### config.mk
export PLATFORM = sky130hd
export DESIGN_NAME = imuldiv_div_client
export DESIGN_NICKNAME = d
export VERILOG_FILES = /design/src/rtl/imuldiv_div_client.sv
export SDC_FILE = /design/constraint.sdc
export NUM_CORES = 1
export LEC_CHECK = 0
export ABC_AREA = 1
export BUFFER_PORTS_ARGS = -buffer_cell sky130_fd_sc_hd__buf_4
export CAP_MARGIN = 20
export CORE_MARGIN = 4
export CORE_UTILIZATION = 25
export CTS_CLUSTER_SIZE = 8
export DETAILED_ROUTE_END_ITERATION = 6
export GPL_TIMING_DRIVEN = 0
export HOLD_SLACK_MARGIN = 0.15
export PLACE_DENSITY_LB_ADDON = 0.15
export REMOVE_ABC_BUFFERS = 1
export SYNTH_ARGS = -nofsm -noshare
export SYNTH_HDL_FRONTEND = slang
export SYNTH_SLANG_ARGS = --single-unit
export TNS_END_PERCENT = 30
### constraint.sdc
create_clock -name clk -period 2.3 [get_ports clk]
set_input_delay 0.115 -clock clk [delete_from_list [all_inputs] [get_ports clk]]
set_output_delay 0.115 -clock clk [all_outputs]
set_load 0.02 [all_outputs]
### src/rtl/imuldiv_div_client.sv
// imuldiv_div_client: execute-stage front end that issues one divide/remainder at a time to the iterative divider.
// Optional feature: define IMULDIV_DIV_CLIENT_ZERO_BYPASS_EN to answer b==0 commands locally without the divider.
`ifndef IMULDIV_DIVREQ_MSG_FUNC_SIGNED
`define IMULDIV_DIVREQ_MSG_FUNC_SIGNED 1'd0
`endif
`ifndef IMULDIV_DIVREQ_MSG_FUNC_UNSIGNED
`define IMULDIV_DIVREQ_MSG_FUNC_UNSIGNED 1'd1
`endif

module imuldiv_div_client #(
    parameter int TAG_W = 4
) (
    input  logic             clk,
    input  logic             reset,
    input  logic             cmd_val,
    output logic             cmd_rdy,
    input  logic [1:0]       cmd_op,
    input  logic [31:0]      cmd_a,
    input  logic [31:0]      cmd_b,
    input  logic [TAG_W-1:0] cmd_tag,
    output logic             divreq_msg_fn,
    output logic [31:0]      divreq_msg_a,
    output logic [31:0]      divreq_msg_b,
    output logic             divreq_val,
    input  logic             divreq_rdy,
    input  logic [63:0]      divresp_msg_result,
    input  logic             divresp_val,
    output logic             divresp_rdy,
    output logic             res_val,
    input  logic             res_rdy,
    output logic [31:0]      res_data,
    output logic [TAG_W-1:0] res_tag,
    output logic [7:0]       lat_cycles
);

    // IDLE: accept command | REQ: offer operands | WAIT: await divider | RESP: hold result
    typedef enum logic [1:0] {IDLE, REQ, WAIT, RESP} state_t;

    state_t           state_q, state_d;
    logic [1:0]       op_q, op_d;
    logic [31:0]      a_q, a_d;
    logic [31:0]      b_q, b_d;
    logic [TAG_W-1:0] tag_q, tag_d;
    logic [31:0]      res_q, res_d;
    logic [7:0]       lat_cnt_q, lat_cnt_d;
    logic [7:0]       lat_q, lat_d;
    logic [7:0]       lat_cnt_inc;

    assign lat_cnt_inc = (lat_cnt_q == 8'hFF) ? 8'hFF : lat_cnt_q + 8'd1;

    always_comb begin
        state_d   = state_q;
        op_d      = op_q;
        a_d       = a_q;
        b_d       = b_q;
        tag_d     = tag_q;
        res_d     = res_q;
        lat_cnt_d = lat_cnt_q;
        lat_d     = lat_q;
        case (state_q)
            IDLE: begin
                if (cmd_val) begin
                    op_d  = cmd_op;
                    a_d   = cmd_a;
                    b_d   = cmd_b;
                    tag_d = cmd_tag;
`ifdef IMULDIV_DIV_CLIENT_ZERO_BYPASS_EN
                    if (cmd_b == 32'd0) begin
                        res_d   = cmd_op[1] ? cmd_a : 32'hFFFF_FFFF;
                        state_d = RESP;
                    end else begin
                        state_d = REQ;
                    end
`else
                    state_d = REQ;
`endif
                end
            end
            REQ: begin
                if (divreq_rdy) begin
                    lat_cnt_d = 8'd0;
                    state_d   = WAIT;
                end
            end
            WAIT: begin
                // the firing cycle itself counts toward the reported latency
                lat_cnt_d = lat_cnt_inc;
                if (divresp_val) begin
                    res_d   = op_q[1] ? divresp_msg_result[63:32] : divresp_msg_result[31:0];
                    lat_d   = lat_cnt_inc;
                    state_d = RESP;
                end
            end
            RESP: begin
                if (res_rdy) begin
                    state_d = IDLE;
                end
            end
            default: state_d = IDLE;
        endcase
    end

    always_ff @(posedge clk) begin
        if (reset) begin
            state_q   <= IDLE;
            op_q      <= 2'd0;
            a_q       <= 32'd0;
            b_q       <= 32'd0;
            tag_q     <= '0;
            res_q     <= 32'd0;
            lat_cnt_q <= 8'd0;
            lat_q     <= 8'd0;
        end else begin
            state_q   <= state_d;
            op_q      <= op_d;
            a_q       <= a_d;
            b_q       <= b_d;
            tag_q     <= tag_d;
            res_q     <= res_d;
            lat_cnt_q <= lat_cnt_d;
            lat_q     <= lat_d;
        end
    end

    assign cmd_rdy       = (state_q == IDLE) && !reset;
    assign divreq_val    = (state_q == REQ);
    assign divresp_rdy   = (state_q == WAIT);
    assign res_val       = (state_q == RESP);
    assign divreq_msg_fn = op_q[0] ? `IMULDIV_DIVREQ_MSG_FUNC_UNSIGNED : `IMULDIV_DIVREQ_MSG_FUNC_SIGNED;
    assign divreq_msg_a  = a_q;
    assign divreq_msg_b  = b_q;
    assign res_data      = res_q;
    assign res_tag       = tag_q;
    assign lat_cycles    = lat_q;

endmodule

==> flow_summary.yaml, run 1 <==
layout:
  area_added_between_synthesis_and_finish_pct: 84.1
  share_of_post_route_cells_with_drive_strength_above_1: 0.291
  antennaDiodeCount: 0
  fin_area_sq_um: 8950
  final_nets: 1173
  stdcell_count: 1300
run:
  cap_viol_max_count: 0
route:
  wl_microns: 17200
  drc: 0
  detail-route-antenna-nets: 0
  drt-initial-drc-count: 156
  detailed_route_vias_per_instance: 4.22
  route.detailed.wl_per_inst_microns: 13.2
  dr.pass1.iters: 6
  count_of_vias_placed_by_the_detailed_router: 5490
cts:
  cts.reportedPaths.clkPinSlew_ns: 0.06
  tritoncts: "done"
  clkSinkCount: 120
  cts.repair_timing.setup_buffer_count: 0
  clock_insertion_delay_worst_skew_ns: 0.41
  clock-root-buffer: "sky130_fd_sc_hd__clkbuf_16"
  cts-buffers-inserted: 17
  cts_max_path_buffers: 2
  h_tree_lvl_count: 4
global_routing:
  largest_net_degree_at_the_start_of_global_routing: 64
  grt_pass1_wl_microns: 27800
  grt_pass1_vias: 5517
  globalRouteTotalUtil: 0.157
  grt_overflow_total: 0
  grt.busiest_layer: "met2"
  routing_usage_on_met3: 0.0445
  grt_use_met1: 0.189
  initial_antenna_violation_count: 0
  global_route.usage.met2: 0.265
synth:
  synthDistinctLibCells: 26
  netlist_instances: 653
  post_synth.cell_area_avg_sq_um: 7.45
  yosys_warnings: 0
  synth_area_sq_um: 4860
  seq_area_frac_synth: 0.494
  synth_seq_cells: 120
sta:
  maxSlewViolCount: 0
  finalClockSkew_ns: 0.00890
  final_critical_path_share_of_the_clock_period: 0.860
  rsz0062_at_grt: "no"
  post-route-min-period_ns: 1.98
  hold_viol_final: 0
  timing.max_slew.rel_slack: 0.554
  worst_pin_slew_ns: 0.669
  timing.fmax_mhz: 506
  setup_viol: 0
min_path:
  timing.hold.worst_path_depth: 5
  timing.hold.worst.start: "res_rdy"
  min_delay_worst_endpoint: "state_q[1]"
  timing.hold.worst.class: "input pin to flop"
setup_path:
  worst_path_class_setup: "flop to flop"
  critical_path.reg2reg.endpoint: "divreq_msg_a[28]"
  worst_setup_path_end_kind: "flop"
  critical_path_start_type: "flop"
  worstPathArrival_ns: 2.28
  ff2ff_setup_slack_ns: 0.32
  worst-path-max-fanout: 37
  reg2regPathDepth: 7
  required_ns: 2.60
  regToRegStartpoint: "state_q[0]"
floorplanning:
  rows: 50
  die_h_microns: 147
  die-width_microns: 147
  design.die.area_sq_um: 21700
  boundaryPins: 253
  initial_util: 0.257
  core_sq_um: 18900
placed_design:
  portBuffers: 252
  gpl.final_weighted_congestion: 0.740
  place.detailed.hpwl_microns: 11100
  postPlaceCellArea_sq_um: 7010
  placedCellCount: 1130
status:
  status: "finished clean"
pwr:
  leakage_uw: 0.00428
  power.ir.vdd_worst_v: 0.000483
  power_density_nw_per_um2: 999
[cells in the mapped netlist]
| cell type | instances | area share |
|---|---|---|
| sky130_fd_sc_hd__nor2_1 | 160 | 0.12 |
| sky130_fd_sc_hd__dfxtp_1 | 120 | 0.49 |
| sky130_fd_sc_hd__nand2_1 | 95 | 0.073 |
| sky130_fd_sc_hd__o21ai_0 | 83 | 0.085 |
| sky130_fd_sc_hd__inv_1 | 52 | 0.040 |
| sky130_fd_sc_hd__nand3_1 | 39 | 0.040 |
| sky130_fd_sc_hd__o211ai_1 | 32 | 0.049 |
| sky130_fd_sc_hd__buf_2 | 18 | 0.019 |
| sky130_fd_sc_hd__clkbuf_1 | 14 | 0.011 |
| sky130_fd_sc_hd__a21oi_1 | 8 | 0.0082 |
| sky130_fd_sc_hd__buf_4 | 6 | 0.0093 |
| sky130_fd_sc_hd__ha_1 | 6 | 0.015 |
| sky130_fd_sc_hd__inv_2 | 3 | 0.0023 |
| sky130_fd_sc_hd__nand2_2 | 3 | 0.0039 |
| sky130_fd_sc_hd__a21oi_2 | 2 | 0.0036 |
| sky130_fd_sc_hd__xor2_1 | 2 | 0.0036 |
| sky130_fd_sc_hd__a21oi_4 | 1 | 0.0033 |
| sky130_fd_sc_hd__buf_1 | 1 | 0.00077 |
| sky130_fd_sc_hd__buf_6 | 1 | 0.0023 |
| sky130_fd_sc_hd__clkbuf_2 | 1 | 0.0010 |
| sky130_fd_sc_hd__nand3_4 | 1 | 0.0036 |
| sky130_fd_sc_hd__nor2_4 | 1 | 0.0023 |
| sky130_fd_sc_hd__nor3_1 | 1 | 0.0010 |
| sky130_fd_sc_hd__o21ai_1 | 1 | 0.0010 |
| sky130_fd_sc_hd__o21ai_2 | 1 | 0.0018 |
| sky130_fd_sc_hd__o22ai_1 | 1 | 0.0013 |
[per-stage QoR]
step	setup slack, ns	util	setup TNS [ns]	hold WS [ns]	total power, uW
4_1_cts	0.0927	0.474	0	0.184	9080
3_3_place_gp	-1.78	0.364	-138.67	0.366	6230
2_1_floorplan	-0.200	-	-13.79	0.177	4760
5_1_grt	0.124	0.474	0	0.253	9570
3_5_place_dp	0.112	0.371	0	0.374	6340
6_report	0.323	0.474	0	0.214	8950
[cells in the final DEF (no fill, tap or decap), types with 3 or more instances in the layout]
| cell | Yosys | routed |
|---|---|---|
| sky130_fd_sc_hd__clkbuf_16 | 0 | 17 |
| sky130_fd_sc_hd__o21ai_0 | 83 | 83 |
| sky130_fd_sc_hd__inv_6 | 0 | 3 |
| sky130_fd_sc_hd__a21oi_1 | 8 | 8 |
| sky130_fd_sc_hd__dfxtp_1 | 120 | 120 |
| sky130_fd_sc_hd__nor2_1 | 160 | 160 |
| sky130_fd_sc_hd__inv_1 | 52 | 52 |
| sky130_fd_sc_hd__clkinvlp_4 | 0 | 5 |
| sky130_fd_sc_hd__nand3_1 | 39 | 39 |
| sky130_fd_sc_hd__buf_4 | 6 | 252 |
| sky130_fd_sc_hd__ha_1 | 6 | 6 |
| sky130_fd_sc_hd__o211ai_1 | 32 | 32 |
| sky130_fd_sc_hd__nand2_1 | 95 | 94 |
| sky130_fd_sc_hd__nand2_2 | 3 | 4 |
| sky130_fd_sc_hd__clkbuf_8 | 0 | 3 |
| sky130_fd_sc_hd__dlygate4sd3_1 | 0 | 138 |
| sky130_fd_sc_hd__buf_12 | 0 | 4 |
[metal layers]
layer	share of wire	wire length (microns)
met1	0.44	7660
met5	0	0
met4	0.020	349
met3	0.069	1190
met2	0.47	8030
[critical path: stages (launching register included)]
cell and delay, ns:
sky130_fd_sc_hd__dfxtp_1 0.38, sky130_fd_sc_hd__inv_1 0.10, sky130_fd_sc_hd__ha_1 0.24, sky130_fd_sc_hd__nand2_2 0.42, sky130_fd_sc_hd__inv_4 0.30, sky130_fd_sc_hd__buf_12 0.26
sky130_fd_sc_hd__nor2_1 0.11, sky130_fd_sc_hd__nor2_1 0.05
[where the power goes]
group          internal (uW)  leakage [uW]  total, uW  switching [uW]
Sequential              2590      0.000986       2870             277
Clock                   1470      0.000261       2480            1010
Combinational           1510       0.00303       3600            2100
[cell type report]
type	count	area [sq um]
timing repair buffer	396	3410
multi-input combinational	437	2050
fill	1887	9940
tap	260	325
sequential	120	2400
inverter	55	211
clock buffer	20	467
clock inverter	12	91.3
[timing repair]
item	in CTS	in global routing
hold buffers	138	0
setup endpoints to repair	0	33
hold endpoints to repair	118	0
resized for setup	0	2
[sequential cells by signal, summed over array words and instances (netlist names)]
signal / count
res_data: 32
state_q: 2
lat_cnt_q: 8
divreq_msg_a: 32
op_q: 2
res_tag: 4
divreq_msg_b: 32
lat_cycles: 8
[how the worst max path moves through the flow]
stage	start	endpoint
floorplan	state_q[0]	divreq_msg_a[0]
global placement	state_q[0]	divreq_msg_b[22]
detailed placement	state_q[0]	divreq_msg_b[1]
CTS	state_q[0]	divreq_msg_b[1]
global route	state_q[0]	divreq_msg_b[9]
finish	state_q[0]	divreq_msg_a[28]
[cell families (layout without fill, tap and decap cells)]
| group | Yosys count | after routing | synth area share |
|---|---|---|---|
| simple gates | 300 | 300 | 0.248 |
| flops | 120 | 120 | 0.494 |
| fa+ha+maj | 6 | 6 | 0.0154 |
| xor+xnor | 2 | 2 | 0.00360 |
| buf+inv | 96 | 483 | 0.0852 |
| compound gates | 129 | 129 | 0.154 |
No activity file was read; power rests on OpenSTA's default activity.
==> run 2: changes to the inputs <==
Settings changed: CORE_MARGIN 4 to default.
==> flow_summary.yaml, run 2 (synthesis gave the netlist of run 1 again) <==
setup_path:
  worst_path_class_setup: "flop to flop"
  reg2regPathDepth: 8
  slowest_stage: "sky130_fd_sc_hd__inv_2"
  critical_path.cell_chain: "inv_1, ha_1, nand2_2, inv_2, buf_12, nand3_1, o211ai_1, inv_1"
  regToRegStartpoint: "state_q[0]"
  required_ns: 2.60
  critPathTopFamily: "buffers and inverters"
  critical_path.reg2reg.endpoint: "res_data[19]"
  critical_path_start_type: "flop"
  worst_setup_path_end_kind: "flop"
  worst-path-max-fanout: 48
  timing.critical_path.from: "state_q[0]"
  cp.buffers_inverters: 4
  cp_slowest_stage_delay_ns: 0.37
  critical_path.most_common_cell: "sky130_fd_sc_hd__inv_1"
  ff2ff_setup_slack_ns: 0.29
  worstPathArrival_ns: 2.31
floorplanning:
  initial_util: 0.257
  rows: 50
  die_h_microns: 141
  design.die.area_sq_um: 20000
  core_sq_um: 18900
  boundaryPins: 253
  die-width_microns: 141
cts:
  cts.reportedPaths.clkPinSlew_ns: 0.06
  tritoncts: "done"
  h_tree_lvl_count: 4
  clock-root-buffer: "sky130_fd_sc_hd__clkbuf_16"
  clock_insertion_delay_worst_skew_ns: 0.41
  cts.repair_timing.setup_buffer_count: 0
  clkSinkCount: 120
  cts_max_path_buffers: 2
  cts-buffers-inserted: 17
pwr:
  leakage_uw: 0.00430
  post_layout_total_power_uw: 9060
  share_clk_of_total_power: 0.286
  power.share.switching: 0.381
  power_frac_seq: 0.318
  power.ir.vdd_worst_v: 0.000455
  power_frac_comb: 0.396
  netSwitchingPower_uw: 3450
  power_density_nw_per_um2: 1010
  internal_portion_of_total_power_uw: 5610
layout:
  antennaDiodeCount: 0
  sequential_cell_area_sq_um: 2400
  final_cell_mix: "sky130_fd_sc_hd__buf_4, sky130_fd_sc_hd__nor2_1, sky130_fd_sc_hd__dlygate4sd3_1"
  final_nets: 1173
  stdcell_count: 1300
  multi_input_comb_area_sq_um: 2050
  share_of_post_route_cells_with_drive_strength_above_1: 0.291
  fin_area_sq_um: 8970
  final_common_cell: "sky130_fd_sc_hd__buf_4"
  fillerInstances: 1863
  area_added_between_synthesis_and_finish_pct: 84.4
global_routing:
  globalRouteTotalUtil: 0.171
  grt_pass1_wl_microns: 27100
  largest_net_degree_at_the_start_of_global_routing: 60
  initial_antenna_violation_count: 0
  grt_pass1_vias: 5495
  grt_overflow_total: 0
sta:
  timing.max_slew.rel_slack: 0.567
  worst_pin_slew_ns: 0.646
  hold_viol_final: 0
  timing.fmax_mhz: 498
  post-route-min-period_ns: 2.01
  finalClockSkew_ns: 0.0102
  final_critical_path_share_of_the_clock_period: 0.874
  fin_ws_ns: 0.290
  setup_tns_final_ns: 0
  rsz0062_at_grt: "no"
  maxSlewViolCount: 0
  setup_viol: 0
route:
  wl_microns: 16900
  detail-route-antenna-nets: 0
  detailed_route_vias_per_instance: 4.22
  dr.pass1.iters: 6
  count_of_vias_placed_by_the_detailed_router: 5491
  drt-initial-drc-count: 188
  drc: 0
  route.detailed.wl_per_inst_microns: 13.0
min_path:
  timing.hold.worst.start: "divreq_rdy"
  timing.hold.worst_path_depth: 5
  timing.hold.worst.class: "input pin to flop"
  min_delay_worst_endpoint: "lat_cnt_q[2]"
run:
  cap_viol_max_count: 0
placed_design:
  portBuffers: 252
  postPlaceCellArea_sq_um: 7010
  gpl.final_weighted_congestion: 0.724
  placedCellCount: 1130
  place_ws_ns: 0.183
  place.detailed.hpwl_microns: 10600
status:
  status: "finished clean"
run 2: cell count changes in the layout (fill, tap and decap cells not counted), sizes merged:
cell	before	now
bufinv	0	1
inv	58	61
clkinvlp	5	2
clkinv	4	6
clkbuf	20	17
run 2: worst max path at each step:
stage | endpoint | slack [ns] | depth (start not counted)
after floorplan | divreq_msg_a[0] | -0.20 | 6
after global placement | divreq_msg_b[7] | -1.78 | 6
after detailed placement | divreq_msg_a[3] | 0.18 | 7
after CTS | divreq_msg_a[16] | 0.17 | 7
after global routing | res_data[29] | 0.13 | 8
final | res_data[19] | 0.29 | 8
run 2: final cells by class:
type,instances,share of cell area
clock buffers,17,0.0474
clock inverters,15,0.0160
inverters,55,0.0233
multi-input cells,437,0.229
flip-flops and latches,120,0.268
well taps,260,0.0363
repair buffers,396,0.380
run 2: repair_timing:
item                       CTS  global route
resized for setup            0             1
hold buffers               138             0
setup endpoints to repair    0            12
hold endpoints to repair   118             0
run 2: metal layers:
| layer | GRT usage | vias up | share of wire |
|---|---|---|---|
| li1 | - | 2841 | - |
| met3 | 0.0466 | 21 | 0.065 |
| met2 | 0.295 | 194 | 0.46 |
| met1 | 0.202 | 2435 | 0.46 |
| met4 | 0.0645 | 0 | 0.015 |
| met5 | 0 | - | 0 |
run 2: tightest hold or removal path, stage by stage:
cell and delay, ns:
sky130_fd_sc_hd__buf_4 0.11, sky130_fd_sc_hd__inv_1 0.11, sky130_fd_sc_hd__a21oi_4 0.11, sky130_fd_sc_hd__nand2_1 0.07, sky130_fd_sc_hd__a21oi_1 0.05
run 2: power groups by stage:
stage	logic, uW	registers, uW	clock network (uW)
floorplan	1290	3470	0
global placement	3280	2940	0
detailed placement	3400	2920	0
CTS	3610	2880	2670
global route	3930	2940	2770
finish	3590	2880	2590
run 2: stage by stage:
step,util,hold WS (ns)
2_1_floorplan,-,0.177
3_3_place_gp,0.364,0.368
3_5_place_dp,0.371,0.374
4_1_cts,0.474,0.172
5_1_grt,0.475,0.206
6_report,0.475,0.192
